<file path="config.mk">
export PLATFORM = sky130hd
export DESIGN_NAME = ysyx_25040111_ifetch_bridge
export DESIGN_NICKNAME = d
export VERILOG_FILES = /design/src/rtl/ysyx_25040111_ifetch_bridge_pkg.sv /design/src/rtl/ysyx_25040111_ifetch_bridge_timeout_cnt.sv /design/src/rtl/ysyx_25040111_ifetch_bridge.sv
export SDC_FILE = /design/constraint.sdc
export NUM_CORES = 1
export LEC_CHECK = 0
export ABC_CLOCK_PERIOD_IN_PS = 5500
export CORE_MARGIN = 2
export CORE_UTILIZATION = 51
export CTS_CLUSTER_SIZE = 25
export DETAILED_ROUTE_END_ITERATION = 8
export HOLD_SLACK_MARGIN = 0.15
export PLACE_DENSITY = 0.86
export SLEW_MARGIN = 20
export SYNTH_ARGS = -nofsm -noshare
export SYNTH_HDL_FRONTEND = slang
export SYNTH_SLANG_ARGS = --single-unit
</file>
<file path="constraint.sdc">
create_clock -name clock -period 5.5 [get_ports clock]
set_input_delay 0.825 -clock clock [delete_from_list [all_inputs] [get_ports clock]]
set_output_delay 0.825 -clock clock [all_outputs]
set_load 0.005 [all_outputs]
</file>
<file path="src/rtl/ysyx_25040111_ifetch_bridge_pkg.sv">
// Shared definitions for the instruction-fetch bridge: FSM encoding, AXI response
// codes, reset PC and small address helpers.
package ysyx_25040111_ifetch_bridge_pkg;

  typedef enum logic [2:0] {
    ST_IDLE  = 3'd0,
    ST_AR    = 3'd1,
    ST_R     = 3'd2,
    ST_RESP  = 3'd3,
    ST_DRAIN = 3'd4
  } fetch_state_e;

  localparam logic [1:0]  RESP_OKAY   = 2'b00;
  localparam logic [1:0]  RESP_SLVERR = 2'b10;
  localparam logic [1:0]  RESP_DECERR = 2'b11;

  localparam logic [31:0] PC_RESET    = 32'h8000_0000;

  localparam int unsigned WDOG_W      = 8;

  // Instructions are word aligned; any low address bit set is an access fault.
  function automatic logic is_misaligned(input logic [31:0] addr);
    return (addr[1:0] != 2'b00);
  endfunction

endpackage

</file>
<file path="src/rtl/ysyx_25040111_ifetch_bridge_timeout_cnt.sv">
// Per-fetch watchdog: restarts on clear, counts enabled cycles and flags the cycle
// in which the LIMIT-th enabled cycle is reached.
module ysyx_25040111_timeout_cnt
  import ysyx_25040111_ifetch_bridge_pkg::*;
#(
  parameter int unsigned LIMIT = 255
) (
  input  logic clock,
  input  logic reset,
  input  logic clear,
  input  logic enable,
  output logic expired
);

  localparam logic [WDOG_W-1:0] LAST = WDOG_W'(LIMIT - 32'd1);

  logic [WDOG_W-1:0] count_r;

  // cycle counter, saturating so a long stall cannot wrap back below LAST
  always_ff @(posedge clock or negedge reset) begin
    if (!reset) begin
      count_r <= '0;
    end else if (clear) begin
      count_r <= '0;
    end else if (enable && (count_r != {WDOG_W{1'b1}})) begin
      count_r <= count_r + {{(WDOG_W-1){1'b0}}, 1'b1};
    end else begin
      count_r <= count_r;
    end
  end

  assign expired = enable && (count_r >= LAST);

endmodule

</file>
<file path="src/rtl/ysyx_25040111_ifetch_bridge.sv">
// Instruction-fetch bridge: turns fetch-stage requests into single AXI4-Lite reads,
// with alignment check, response check and a per-fetch watchdog.
module ysyx_25040111_ifetch_bridge
  import ysyx_25040111_ifetch_bridge_pkg::*;
#(
  parameter int unsigned TIMEOUT_CYCLES = 255
) (
  input  logic        clock,
  input  logic        reset,
  input  logic        ifu_valid,
  input  logic [31:0] ifu_addr,
  output logic        ifu_ready,
  output logic [31:0] ifu_inst,
  output logic [31:0] araddr,
  output logic        arvalid,
  input  logic        arready,
  input  logic [31:0] rdata,
  input  logic [1:0]  rresp,
  input  logic        rvalid,
  output logic        rready,
  output logic        acc_fault,
  output logic [31:0] fault_addr
);

  fetch_state_e state_r, state_s;
  logic [31:0]  req_addr_r, req_addr_s;
  logic [31:0]  inst_r, inst_s;
  logic [31:0]  fault_addr_r, fault_addr_s;
  logic         ar_done_r, ar_done_s;
  logic         arvalid_r, arvalid_s;
  logic         rready_r, rready_s;
  logic         fault_r, fault_s;
  logic         wdog_clear_s, wdog_enable_s, wdog_expired_s;

  assign wdog_clear_s  = (state_r == ST_IDLE);
  assign wdog_enable_s = (state_r == ST_AR) || (state_r == ST_R);

  ysyx_25040111_timeout_cnt #(
    .LIMIT (TIMEOUT_CYCLES)
  ) u_wdog (
    .clock   (clock),
    .reset   (reset),
    .clear   (wdog_clear_s),
    .enable  (wdog_enable_s),
    .expired (wdog_expired_s)
  );

  // next state, request/data latching and fault generation
  always_comb begin
    state_s      = state_r;
    req_addr_s   = req_addr_r;
    inst_s       = inst_r;
    fault_addr_s = fault_addr_r;
    ar_done_s    = ar_done_r;
    fault_s      = 1'b0;
    case (state_r)
      ST_IDLE: begin
        if (ifu_valid && is_misaligned(ifu_addr)) begin
          fault_s      = 1'b1;
          fault_addr_s = ifu_addr;
        end else if (ifu_valid) begin
          req_addr_s = ifu_addr;
          ar_done_s  = 1'b0;
          state_s    = ST_AR;
        end else begin
          state_s = ST_IDLE;
        end
      end
      ST_AR: begin
        // an address accepted on the expiry cycle leaves only the R channel to drain
        if (wdog_expired_s) begin
          fault_s      = 1'b1;
          fault_addr_s = req_addr_r;
          ar_done_s    = arready;
          state_s      = ST_DRAIN;
        end else if (arready) begin
          state_s = ST_R;
        end else begin
          state_s = ST_AR;
        end
      end
      ST_R: begin
        if (rvalid && (rresp == RESP_OKAY)) begin
          inst_s  = rdata;
          state_s = ST_RESP;
        end else if (rvalid) begin
          fault_s      = 1'b1;
          fault_addr_s = req_addr_r;
          state_s      = ST_IDLE;
        end else if (wdog_expired_s) begin
          fault_s      = 1'b1;
          fault_addr_s = req_addr_r;
          ar_done_s    = 1'b1;
          state_s      = ST_DRAIN;
        end else begin
          state_s = ST_R;
        end
      end
      ST_RESP: begin
        if (ifu_valid) begin
          state_s = ST_IDLE;
        end else begin
          state_s = ST_RESP;
        end
      end
      ST_DRAIN: begin
        if (!ar_done_r) begin
          ar_done_s = arready;
        end else if (rvalid) begin
          state_s = ST_IDLE;
        end else begin
          state_s = ST_DRAIN;
        end
      end
      default: begin
        state_s = ST_IDLE;
      end
    endcase
    arvalid_s = (state_s == ST_AR) || ((state_s == ST_DRAIN) && !ar_done_s);
    rready_s  = (state_s == ST_R)  || ((state_s == ST_DRAIN) && ar_done_s);
  end

  // state and registered outputs
  always_ff @(posedge clock or negedge reset) begin
    if (!reset) begin
      state_r      <= ST_IDLE;
      req_addr_r   <= 32'd0;
      inst_r       <= 32'd0;
      fault_addr_r <= 32'd0;
      ar_done_r    <= 1'b0;
      arvalid_r    <= 1'b0;
      rready_r     <= 1'b0;
      fault_r      <= 1'b0;
    end else begin
      state_r      <= state_s;
      req_addr_r   <= req_addr_s;
      inst_r       <= inst_s;
      fault_addr_r <= fault_addr_s;
      ar_done_r    <= ar_done_s;
      arvalid_r    <= arvalid_s;
      rready_r     <= rready_s;
      fault_r      <= fault_s;
    end
  end

  // the consumer must still be asking for this PC when the word is handed over
  assign ifu_ready  = (state_r == ST_RESP) && ifu_valid && (ifu_addr == req_addr_r);
  assign ifu_inst   = inst_r;
  assign araddr     = req_addr_r;
  assign arvalid    = arvalid_r;
  assign rready     = rready_r;
  assign acc_fault  = fault_r;
  assign fault_addr = fault_addr_r;

endmodule

</file>
======== Yosys cells after proc, flatten, opt, wreduce, memory -nomap -nowiden ========
Cells that the tools add are included.
storage, ports and cells
  bits in latches ......................... 0
  memory bits (read-only) ................. 0
  input bits .............................. 71
  register bits after elaboration ......... 111
  memory bits (writable) .................. 0
  word-level logic and storage cells ...... 74
  output and inout bits ................... 100
  memories ................................ 0
cells by class
  add/sub/neg operators ................... 1
  multipliers ............................. 0
  reductions and logical operators ........ 20
  equality and inequality tests ........... 11
  shift operators ......................... 0
  div/mod/pow operators ................... 0
  magnitude comparators ................... 1
  multiplexer cells ....................... 31
  bitwise operators ....................... 1
operators by type and width
  operator                                                               count
  32-bit two-way mux                                                     4
  32-bit one-hot mux with 3 select lines                                 1
  32-bit equality test                                                   1
  3-bit two-way mux                                                      7
  8-bit two-way mux                                                      2
  3-bit one-hot mux with 5 select lines                                  1
  1-bit two-way mux                                                      12
  3-bit by 2-bit equality test with 1-bit output, second input constant  3
  8-bit by 1-bit adder with 8-bit output, second input constant          1
  8-bit greater-or-equal comparator, second input constant               1
  1-bit logical AND                                                      8
  8-bit != test, second input constant                                   1
  3-bit by 1-bit equality test with 1-bit output, second input constant  2
  3-bit equality test, second input constant                             2
  3-bit AND reduction                                                    2
  2-bit two-way mux                                                      2
  2-bit != test, second input constant                                   2
  1-bit one-hot mux with 4 select lines                                  1
  2-bit nonzero test                                                     2
  3-bit logical NOT                                                      1
  1-bit logical OR                                                       3
  1-bit one-hot mux with 3 select lines                                  1
  3-bit nonzero test                                                     1
  2-bit logical NOT                                                      1
  other kinds (3)                                                        3

======== Logic depth before layout (Yosys ltp) ========
  word-level depth ........................ 10
  gate-level depth with buffers ........... 9
  depth with buffers taken out ............ 7

======== Modules after synthesis ========
From an unflattened synthesis, not the netlist that was laid out.
unflattened totals
  cell total of the unflattened synthesis .. 401
  area, all modules ....................... 5,200.0 µm²
modules (own cells, without submodules)
  module                       times used  cells each  sequential area each (µm²)  area each (µm²)
  ysyx_25040111_ifetch_bridge  1           349         2,577.5                     4,669.5
  ysyx_25040111_timeout_cnt    1           52          200.2                       530.5

======== Worst setup path before layout ========
OpenSTA, ideal clock, no wires.
  path type ............................... input port to output port
  start point ............................. input port ifu_addr[25]
  end point ............................... output port ifu_ready
  stages on the path ...................... 4
  path buffers ............................ 0
  required time ........................... 4.675 ns
  slack ................................... 2.855 ns
  arrival time ............................ 1.820 ns
  cells stage by stage .................... xnor2_1 > o21ai_0 > or4_1 > nor4_1
between the ends
  word-level cells in the longest chain between the ends .. 2
ends and longest elaborated chain
  element               line                                source
  from (decl)           ysyx_25040111_ifetch_bridge.sv:11   input logic [31:0] ifu_addr,
  32-bit equality test  ysyx_25040111_ifetch_bridge.sv:147  assign ifu_ready = (state_r == ST_RESP) && ifu_valid && (ifu_addr == req_addr_r);
  1-bit logical AND     ysyx_25040111_ifetch_bridge.sv:147
  to (decl)             ysyx_25040111_ifetch_bridge.sv:12   output logic ifu_ready,
Every way passes these cells.

======== Worst setup path after layout ========
  start point ............................. input port ifu_addr[4]
  end point ............................... output port ifu_ready
Same word-level chain as after synthesis.

==> flow_summary.ini <==
[outcome]
outcome = completed

[power]
pwr-share-comb_pct = 49.3
ir_drop_mv = 0.275
pwr-share-seq_pct = 38.0
power_frac_clock_pct = 12.8
p_sw_share_pct = 37.6
power.leakage_nw = 3.29
internal_power_mw = 2.48
finalPower_mw = 3.96
switchingPower_mw = 1.49
powerDensity_nw_per_um2 = 519

[sta]
setup_viol = 0
finalClockSkew_ns = 0.0145
max_freq_mhz = 244
finalWorstSetupSlack_ns = 1.40
fin_crit_ns = 4.10
finalHoldViolCount = 0
maxSlewViolCount = 0
tns_ns = 0
rsz0062_at_grt = no
relSlewSlack_pct = 25.0
fin_crit_sh_pct = 74.5
worstMarginPinSlew_ns = 1.13

[placed_design]
gp_congestion = 0.840
placed_cells = 825
port_buffers = 170
dp_slack_ns = 1.52
place_hpwl_mm = 11.2

[clock_network]
clk_latency_ns = 0.39
root_buffer = clkbuf_8
cts.sinks = 111
cts_resized = 0
post_cts_buffers = 0
cts_buffer_depth = 2
ctsHoldBuffers = 0
htreeDepth = 3
clk_pin_slew_ns = 0.11
numCtsBuffers = 9
cts_tree = done

[routing]
wl_mm = 15.6
drtIter0Drc = 444
drc = 0
avgViaCountPerCell = 5.85
wire_per_inst_um = 18.5
dr.pass1.iters = 5
vias = 4922
ant_nets = 0

[setup_path]
critPathCaptureType = output port
cp_max_fo = 4
start_kind = input port
critical_path_required_ns = 4.68
criticalPathCategory = in2out
reg2regPathDepth = 7
arrival_ns = 3.27

[global_route]
grt_pass1_wl_mm = 25.1
grt.busiest_layer = met2
gr-total-overflow = 0
use_met1_pct = 35.2
first_global_vias = 4863
grt_util_met3_pct = 3.79
antenna_found_initial = 0
grtUsageMet2_pct = 46.0
grt_use_total_pct = 27.1
grt_max_degree = 59

[floorplan]
die_area_um2 = 12000
core_area_um2 = 10800
rows = 38
die_y_um = 109
ioPinCount = 171
fp.dieW_um = 109
initial_core_util_pct = 52.3

[yosys]
synth.top_cell.area_share_pct = 49.0
netlist_top_cells_count = dfrtp_1, nand2_1, mux2_1
synth-edff-count = 0
syn-mean-instance-area_um2 = 10.5
synth_top_cells_by_area = dfrtp_1, mux2_1, nand2_1
synth-seq-cells = 111
synth_top_area_cell = dfrtp_1
synth_nets = 615
ys_seq_area_share_pct = 49.0
async_flop_share_pct = 100
yosys_warnings = 0
yosysUniqueCellTypes = 55
yosysMostFrequentCell = dfrtp_1
postSynthCellCount = 542
synth_area_um2 = 5670
synth_ff_type = dfrtp_1

[finish]
nets = 769
post-route-util_pct = 70.4
area_growth_pct = 34.8
antenna_cells = 0
final_cells = 841
final_layout_size_suffix_gt1_share_pct = 3.85

[min_path]
hold_path_class = in2async

[flow_run]
maxCapViolations = 0
[cell type report]
type	instances	area, um^2
fillers	802	3200
flip-flops and latches	111	2780
multi-input cells	385	2690
repair buffers	176	1740
well taps	140	175
clock buffers	11	141
clock inverters	5	56.3
inverters	13	48.8
[metrics by stage]
step / hold WS [ns] / instance area (um^2)
CTS: 0.501 / 7630
global route: 0.518 / 7640
floorplan: 0.489 / 5670
global placement: 0.473 / 7440
detailed placement: 0.481 / 7440
finish: 0.467 / 7640
[worst max-delay path: stages]
cell and delay [ns]:
clkdlybuf4s50_1 0.50, xnor2_1 0.32, nand4_1 0.18, or4_1 0.44, nor4_1 0.42, clkdlybuf4s50_1 0.59
[state kept, by name, indices dropped and copies added (netlist names)]
| name | count |
|---|---|
| araddr | 32 |
| fault_addr | 32 |
| ifu_inst | 32 |
| u_wdog.count_r | 8 |
| state_r | 3 |
| acc_fault | 1 |
| ar_done_r | 1 |
| arvalid | 1 |
| rready | 1 |
[logic make-up after synthesis]
logic type	synth area share [%]
AO/OA/AOI/OAI	17.2
multiplexers	11.9
XOR/XNOR	4.95
buffers and inverters	3.47
adder cells (fa/ha/maj)	0.442
flip-flops	49.0
AND/OR/NAND/NOR	13.0
[power by group through the flow]
stage / registers (mW) / clock network, mW / logic (mW)
floorplan: 1.43 / 0 / 1.01
global placement: 1.49 / 0 / 1.87
detailed placement: 1.52 / 0 / 1.94
CTS: 1.50 / 0.510 / 1.96
global route: 1.55 / 0.545 / 2.14
finish: 1.51 / 0.507 / 1.95
[cells in the final DEF, fill, tap and decap left out, drive strengths merged, types with 2 or more instances in the layout]
cell           instances
a22o                  13
o21ai                 53
clkinv                 2
dfrtp                111
nor2b                  2
nor3                   4
ha                     2
or3b                   2
inv                   14
clkbuf                11
o22ai                  2
nor4                   6
nand3                  5
a2bb2o                 4
xor2                  19
nand4                  6
a22oi                 12
and2                   3
xnor2                 13
nor2                  11
nand2                 86
a221oi                 2
nand2b                17
a32oi                 19
buf                    7
mux2                  59
o31a                   2
and3                   2
clkdlybuf4s50        169
o31ai                  2
or2                    3
a21o                  17
[layer usage]
layer	routed length [um]	share of wire (%)	up-vias
li1	-	-	2262
met1	6320	41	2405
met2	7760	50	234
met3	1170	7.5	21
met4	311	2.0	0
met5	0	0	-
[worst paths after layout]
path | slack, ns | startpoint | endpoint
worst max-delay path | 1.40 | ifu_addr[4] | ifu_ready
worst min-delay path | 0.47 | reset | u_wdog.count_r[3]
worst max register to register | 1.97 | state_r[0] | fault_addr[22]
worst min register to register | 0.50 | ifu_inst[4] | ifu_inst[4]
max in group asynchronous | 3.85 | reset | ifu_inst[11]
min in group clock | 0.50 | ifu_inst[4] | ifu_inst[4]
Power figures use the tool's default switching activity.
